<file path="config.mk">
export PLATFORM = sky130hd
export DESIGN_NAME = mac_plm_addr_gen
export DESIGN_NICKNAME = d
export VERILOG_FILES = /design/src/rtl/mac_plm_addr_gen.sv
export SDC_FILE = /design/constraint.sdc
export NUM_CORES = 1
export LEC_CHECK = 0
export BUFFER_PORTS_ARGS = -buffer_cell sky130_fd_sc_hd__buf_4
export CAP_MARGIN = 20
export CORE_UTILIZATION = 45
export DETAILED_ROUTE_END_ITERATION = 16
export HOLD_SLACK_MARGIN = 0.12
export PLACE_DENSITY = 0.69
export SLEW_MARGIN = 20
export SYNTH_ARGS = -nofsm -noshare
export SYNTH_HDL_FRONTEND = slang
export SYNTH_SLANG_ARGS = --single-unit
export TNS_END_PERCENT = 50
</file>
<file path="constraint.sdc">
create_clock -name clk -period 3.43 [get_ports clk]
set_input_delay 0.686 -clock clk [delete_from_list [all_inputs] [get_ports clk]]
set_output_delay 0.686 -clock clk [all_outputs]
set_load 0.1 [all_outputs]
</file>
<file path="src/rtl/mac_plm_addr_gen.sv">
// PLM word-index generator: emits len consecutive (or strided) 12-bit indices tagged with DMA32 beat position.
// Optional MAC_PLM_ADDR_GEN_STRIDE_EN adds a per-transfer stride input; default increment is 1.
module mac_plm_addr_gen #(
  parameter int ADDR_W = 12,
  parameter int LEN_W  = 13,
  parameter int BEAT_W = 4
) (
  input  logic              clk,
  input  logic              rst,
  input  logic              start,
  input  logic [ADDR_W-1:0] base,
  input  logic [LEN_W-1:0]  len,
`ifdef MAC_PLM_ADDR_GEN_STRIDE_EN
  input  logic [ADDR_W-1:0] stride,
`endif
  output logic              out_valid,
  input  logic              out_ready,
  output logic [ADDR_W-1:0] out_addr,
  output logic [BEAT_W-1:0] out_beat,
  output logic              out_last_beat,
  output logic              out_last,
  output logic              busy,
  output logic              done
);

  typedef enum logic [1:0] {IDLE, RUN, DONE} state_t;

  state_t            state, state_nxt;
  logic [LEN_W-1:0]  remaining;
  logic [ADDR_W-1:0] step;
  logic              hs;
  logic              accept;

`ifdef MAC_PLM_ADDR_GEN_STRIDE_EN
  logic [ADDR_W-1:0] stride_q;
  assign step = stride_q;
`else
  assign step = ADDR_W'(1);
`endif

  assign hs            = out_valid && out_ready;
  assign accept        = (state == IDLE) && start && (len != '0);
  assign out_last      = out_valid && (remaining == LEN_W'(1));
  assign out_last_beat = out_valid && ((out_beat == '1) || out_last);
  assign busy          = (state == RUN);
  assign done          = (state == DONE);

  always_ff @(posedge clk or posedge rst) begin
    if (rst) state <= IDLE;
    else     state <= state_nxt;
  end

  always_comb begin
    state_nxt = state;
    case (state)
      IDLE:    if (start) state_nxt = (len == '0) ? DONE : RUN;
      RUN:     if (hs && out_last) state_nxt = DONE;
      DONE:    state_nxt = IDLE;
      default: state_nxt = IDLE;
    endcase
  end

  // Output stage: loads on acceptance, advances only on a handshake so stalls hold everything.
  always_ff @(posedge clk or posedge rst) begin
    if (rst) begin
      out_valid <= 1'b0;
      out_addr  <= '0;
      out_beat  <= '0;
      remaining <= '0;
`ifdef MAC_PLM_ADDR_GEN_STRIDE_EN
      stride_q  <= '0;
`endif
    end else if (accept) begin
      out_valid <= 1'b1;
      out_addr  <= base;
      out_beat  <= '0;
      remaining <= len;
`ifdef MAC_PLM_ADDR_GEN_STRIDE_EN
      stride_q  <= stride;
`endif
    end else if ((state == RUN) && hs) begin
      out_beat <= out_beat + BEAT_W'(1);
      if (out_last) begin
        out_valid <= 1'b0;
      end else begin
        out_addr  <= out_addr + step;
        remaining <= remaining - LEN_W'(1);
      end
    end
  end

endmodule

</file>
== Word level (Yosys, flattened, before mapping) ==
Cells that the tools add are included.

* Output and inout bits: 21
* Input bits: 29
* Flip-flop bits (word level): 32
* Logic and storage cells: 46

* Reductions and logical operators: 16
* Muxes and demuxes: 15
* Add/subtract/negate cells: 3
* Equal/unequal tests: 7

{| class="wikitable"
|+ Operators with widths
! kind !! count
|-
| 13-bit 2-to-1 mux || 3
|-
| 12-bit 2-to-1 mux || 3
|-
| 13-bit by 1-bit equality test with 1-bit output, second input constant || 1
|-
| 13-bit zero test || 1
|-
| 13-bit nonzero test || 1
|-
| 13-bit by 1-bit subtractor with 13-bit output, second input constant || 1
|-
| 12-bit by 1-bit adder with 12-bit output, second input constant || 1
|-
| 4-bit 2-to-1 mux || 2
|-
| 1-bit logical AND || 7
|-
| 2-bit 2-to-1 mux || 3
|-
| 2-bit AND reduction || 3
|-
| 4-bit by 1-bit adder with 4-bit output, second input constant || 1
|-
| 4-bit equality test, second input constant || 1
|-
| 2-bit by 1-bit != test with 1-bit output, second input constant || 2
|-
| 2-bit one-hot mux with 2 select lines || 1
|-
| 2-bit nonzero test || 2
|-
| 1-bit 2-to-1 mux || 3
|-
| 2-bit by 1-bit equality test with 1-bit output, second input constant || 1
|-
| 2-bit equality test, second input constant || 1
|-
| 2-bit zero test || 1
|-
| 2-bit != test, second input constant || 1
|-
| 1-bit logical OR || 1
|}

== Longest topological paths before layout ==
* Depth in word-level cells: 5
* Depth in mapped cells: 9
* Mapped depth without buffers: 7

== Least setup slack after synthesis ==
OpenSTA, ideal clock, no wires.

* Path kind: register to output
* Start: register remaining[1]
* End: output port out_last_beat
* Slack: -1.244 ns
* Stages on the path, launching flop included: 7
* Buffers on the path: 1
* Arrival time: 3.988 ns
* Data required time: 2.744 ns
* Path through: dfrtp_1 -> inv_1 -> ha_1 -> or4b_2 -> or4_4 -> buf_2 -> a21boi_0

* Longest elaborated chain between the ends: 4

{| class="wikitable"
|+ RTL lines
! element !! line !! text
|-
| start: declaration || 29 || <nowiki>logic [LEN_W-1:0] remaining;</nowiki>
|-
| start signal: assignment || 77 || <nowiki>remaining <= len;</nowiki>
|-
| start signal: assignment || 87 || <nowiki>remaining <= remaining - LEN_W'(1);</nowiki>
|-
| 13-bit by 1-bit equality test with 1-bit output || 43 || <nowiki>assign out_last = out_valid && (remaining == LEN_W'(1));</nowiki>
|-
| 1-bit logical AND || 43 ||
|-
| 1-bit logical OR || 44 || <nowiki>assign out_last_beat = out_valid && ((out_beat == '1) || out_last);</nowiki>
|-
| 1-bit logical AND || 44 ||
|-
| end: declaration || 20 || <nowiki>output logic out_last_beat,</nowiki>
|}

No other way between the ends.

== Worst setup path in the final report ==
Same ends and word-level chain as after synthesis.

==> flow_metrics.env <==
export IMPL_status="finished clean"
export IMPL_drive_gt1_share_pct=28.7
export IMPL_fp_dieW_um=68.6
export IMPL_use_met3_pct=4.28
export IMPL_peakVddDrop_v=0.000783
export IMPL_regToRegEndpoint="remaining[2]"
export IMPL_switchingPower_uw=1420
export IMPL_p_sw_share_pct=55.9
export IMPL_syn_area_sq_mm=0.00200
export IMPL_grt_util_all_layers_pct=24.5
export IMPL_ys_seq_elements=32
export IMPL_synthCells=222
export IMPL_busiest_layer="met2"
export IMPL_die_area_sq_mm=0.00471
export IMPL_design_area_sq_mm=0.00249
export IMPL_ff2ff_setup_slack_ns=0.69
export IMPL_synth_nets=255
export IMPL_dr_first_iter_drc_count=142
export IMPL_final_common_cell="buf_4"
export IMPL_ctsResizeCount=0
export IMPL_ys_seq_area_share_pct=40.1
export IMPL_start_util_pct=48.5
export IMPL_rsz0062_at_grt="no"
export IMPL_wl_per_cell_um=16.0
export IMPL_grt_first_pass_wirelength_mm=8.43
export IMPL_yosys_warnings=0
export IMPL_insertion_delay_ns=0.28
export IMPL_crit_slowest_cell="or4b_2"
export IMPL_cp_required_ns=2.74
export IMPL_drc=0
export IMPL_rows=23
export IMPL_overflow=0
export IMPL_via_count=1914
export IMPL_relSlewSlack_pct=59.0
export IMPL_worstMarginPinSlew_ns=0.613
export IMPL_end_kind="output pin"
export IMPL_final_cell_mix="buf_4 (54), dfrtp_1 (32), nand2_1 (21), nor2_1 (17), nand3_1 (15)"
export IMPL_p_seq_share_pct=28.6
export IMPL_critical_path_peak_fanout=11
export IMPL_clk_root_buffer_cell="clkbuf_8"
export IMPL_arrival_ns=2.57
export IMPL_finalCritPeriodShare_pct=95.0
export IMPL_clk_pin_slew_worst_paths_ns=0.07
export IMPL_drv_slew=0
export IMPL_grt_use_met2_pct=40.8
export IMPL_clockBufferDepth=2
export IMPL_ios=50
export IMPL_die_y_um=68.6
export IMPL_use_met1_pct=32.3
export IMPL_hold_buffers=0
export IMPL_crit_path_cell_trace="inv_1, ha_1, or4b_2, or4_4, a21boi_2, buf_4"
export IMPL_antenna_found_initial=0
export IMPL_via_per_inst=5.94
export IMPL_hold_class="input pin to asynchronous set/reset pin"
export IMPL_grt_pass1_vias=1776
export IMPL_r2r_cells=7
export IMPL_synth_ff_type="dfrtp_1"
export IMPL_power_density_mw_per_mm2=1020
export IMPL_fmax_ghz=0.307
export IMPL_start_kind="register"
export IMPL_post_route_min_period_ns=3.26
export IMPL_p_leak_uw=0.00112
export IMPL_max_cap_violations=0
export IMPL_cts_made_buffers=5
export IMPL_finalSetupTns_ns=0
export IMPL_cts_tree="built"
export IMPL_p_int_uw=1120
export IMPL_hold_viol_final=0
export IMPL_ys_types=46
export IMPL_grt_max_degree=33
export IMPL_syn_to_final_growth_pct=24.8
export IMPL_core_area_sq_mm=0.00412
export IMPL_worst_setup_path_type="register to output pin"
export IMPL_cp_slowest_stage_delay_ns=0.66
export IMPL_setup_violations_final=0
export IMPL_htreeDepth=2
export IMPL_avgSynthCellArea_sq_um=8.99
export IMPL_async_flop_share_pct=100
export IMPL_combPwrFrac_pct=59.4
export IMPL_cts_sinks=32
export IMPL_final_nets=304
export IMPL_ant_nets=0
export IMPL_clkPwrFrac_pct=11.9
export IMPL_dr_pass1_iters=4
export IMPL_placed_area_sq_mm=0.00240
export IMPL_reg2reg_from="remaining[1]"
export IMPL_synth_edf_count=0
export IMPL_cts_setup_buffers=0
export IMPL_n_antenna_cell=0
export IMPL_port_buffers=49
export IMPL_fin_skew_ns=0.00614
export IMPL_wl_mm=5.16
export IMPL_gp_congestion=0.795
export IMPL_dp_hpwl_mm=3.66
[worst max-delay path by stage]
stage	startpoint	to	depth (start not counted)	slack, ns
2_1_floorplan	remaining[1]	out_last_beat	6	0.02
3_3_place_gp	remaining[1]	out_last_beat	6	0.52
3_5_place_dp	remaining[1]	out_last_beat	6	0.48
4_1_cts	remaining[1]	out_last_beat	6	0.17
5_1_grt	remaining[1]	out_last_beat	6	0.05
6_report	remaining[1]	out_last_beat	6	0.17
[cell usage after synthesis, types with 2 or more instances]
| cell | instances | area share, % |
|---|---|---|
| nand2_1 | 21 | 4.0 |
| mux2i_1 | 6 | 3.0 |
| nor2_1 | 17 | 3.2 |
| o21ai_1 | 2 | 0.50 |
| a21o_1 | 2 | 0.75 |
| buf_2 | 2 | 0.50 |
| a221o_1 | 2 | 1.0 |
| o32ai_1 | 3 | 1.3 |
| nand3_1 | 15 | 3.8 |
| o21ai_0 | 9 | 2.3 |
| nor4_1 | 5 | 1.6 |
| mux2_2 | 2 | 1.1 |
| a211o_1 | 3 | 1.3 |
| nor3_1 | 9 | 2.3 |
| and3_1 | 3 | 0.94 |
| a21oi_1 | 12 | 3.0 |
| buf_6 | 3 | 1.7 |
| or3_1 | 4 | 1.3 |
| o211ai_1 | 3 | 1.1 |
| o221a_2 | 7 | 4.0 |
| a31oi_1 | 3 | 0.94 |
| o22ai_1 | 3 | 0.94 |
| ha_1 | 4 | 2.5 |
| clkbuf_1 | 7 | 1.3 |
| nor2b_1 | 3 | 0.94 |
| dfrtp_1 | 32 | 40 |
| inv_1 | 11 | 2.1 |
| and2_1 | 4 | 1.3 |
| xor2_1 | 3 | 1.3 |
| nand4_1 | 5 | 1.6 |
| xnor2_1 | 2 | 0.88 |
[cells by family after synthesis]
group,after synthesis,synth area share [%]
compound gates,55,19.8
xor+xnor,5,2.19
fa+ha+maj,4,2.51
buf+inv,23,5.58
flops,32,40.1
mux,9,4.89
simple gates,94,24.9
[power by group through the flow]
| stage | Combinational (uW) | Sequential [uW] | Clock [uW] |
|---|---|---|---|
| 2_1_floorplan | 565 | 1300 | 0 |
| 3_3_place_gp | 1500 | 723 | 0 |
| 3_5_place_dp | 1510 | 727 | 0 |
| 4_1_cts | 1510 | 723 | 305 |
| 5_1_grt | 1600 | 756 | 323 |
| 6_report | 1510 | 727 | 303 |
[layout make-up]
| cell class | count | area (sq um) |
|---|---|---|
| fillers | 387 | 1620 |
| multi-input cells | 167 | 1090 |
| flip-flops and latches | 32 | 801 |
| repair buffers | 54 | 405 |
| clock buffers | 8 | 90.1 |
| well taps | 50 | 62.6 |
| inverters | 11 | 41.3 |
[stage by stage]
| step | util [%] | hold slack (ns) | instances | power (uW) | setup WS, ns |
|---|---|---|---|---|---|
| 4_1_cts | 60.5 | 0.514 | 322 | 2540 | 0.167 |
| 2_1_floorplan | - | 0.475 | 222 | 1870 | 0.0211 |
| 3_3_place_gp | 58.3 | 0.502 | 314 | 2220 | 0.520 |
| 3_5_place_dp | 58.3 | 0.504 | 314 | 2240 | 0.483 |
| 6_report | 60.5 | 0.491 | 322 | 2540 | 0.172 |
| 5_1_grt | 60.5 | 0.543 | 322 | 2680 | 0.0486 |
[sequential cells by signal, indices dropped and copies added, names as in the netlist]
name and cells:
remaining 13, out_addr 12, out_beat 4, state 2, out_valid 1
[per-layer routing]
metal	up-vias	share of wire, %	wire [um]
met1	935	47	2420
met2	52	47	2420
met3	7	4.9	255
met4	0	1.1	56
met5	-	0	0
li1	920	-	-
[worst max-delay path: cells and delay by family, from the launching register on]
family	cells	cell delay (ns)
simple gates	2	1.20
flops	1	0.41
buf+inv	2	0.38
fa+ha+maj	1	0.15
compound gates	1	0.15
Power figures use the tool's default switching activity.
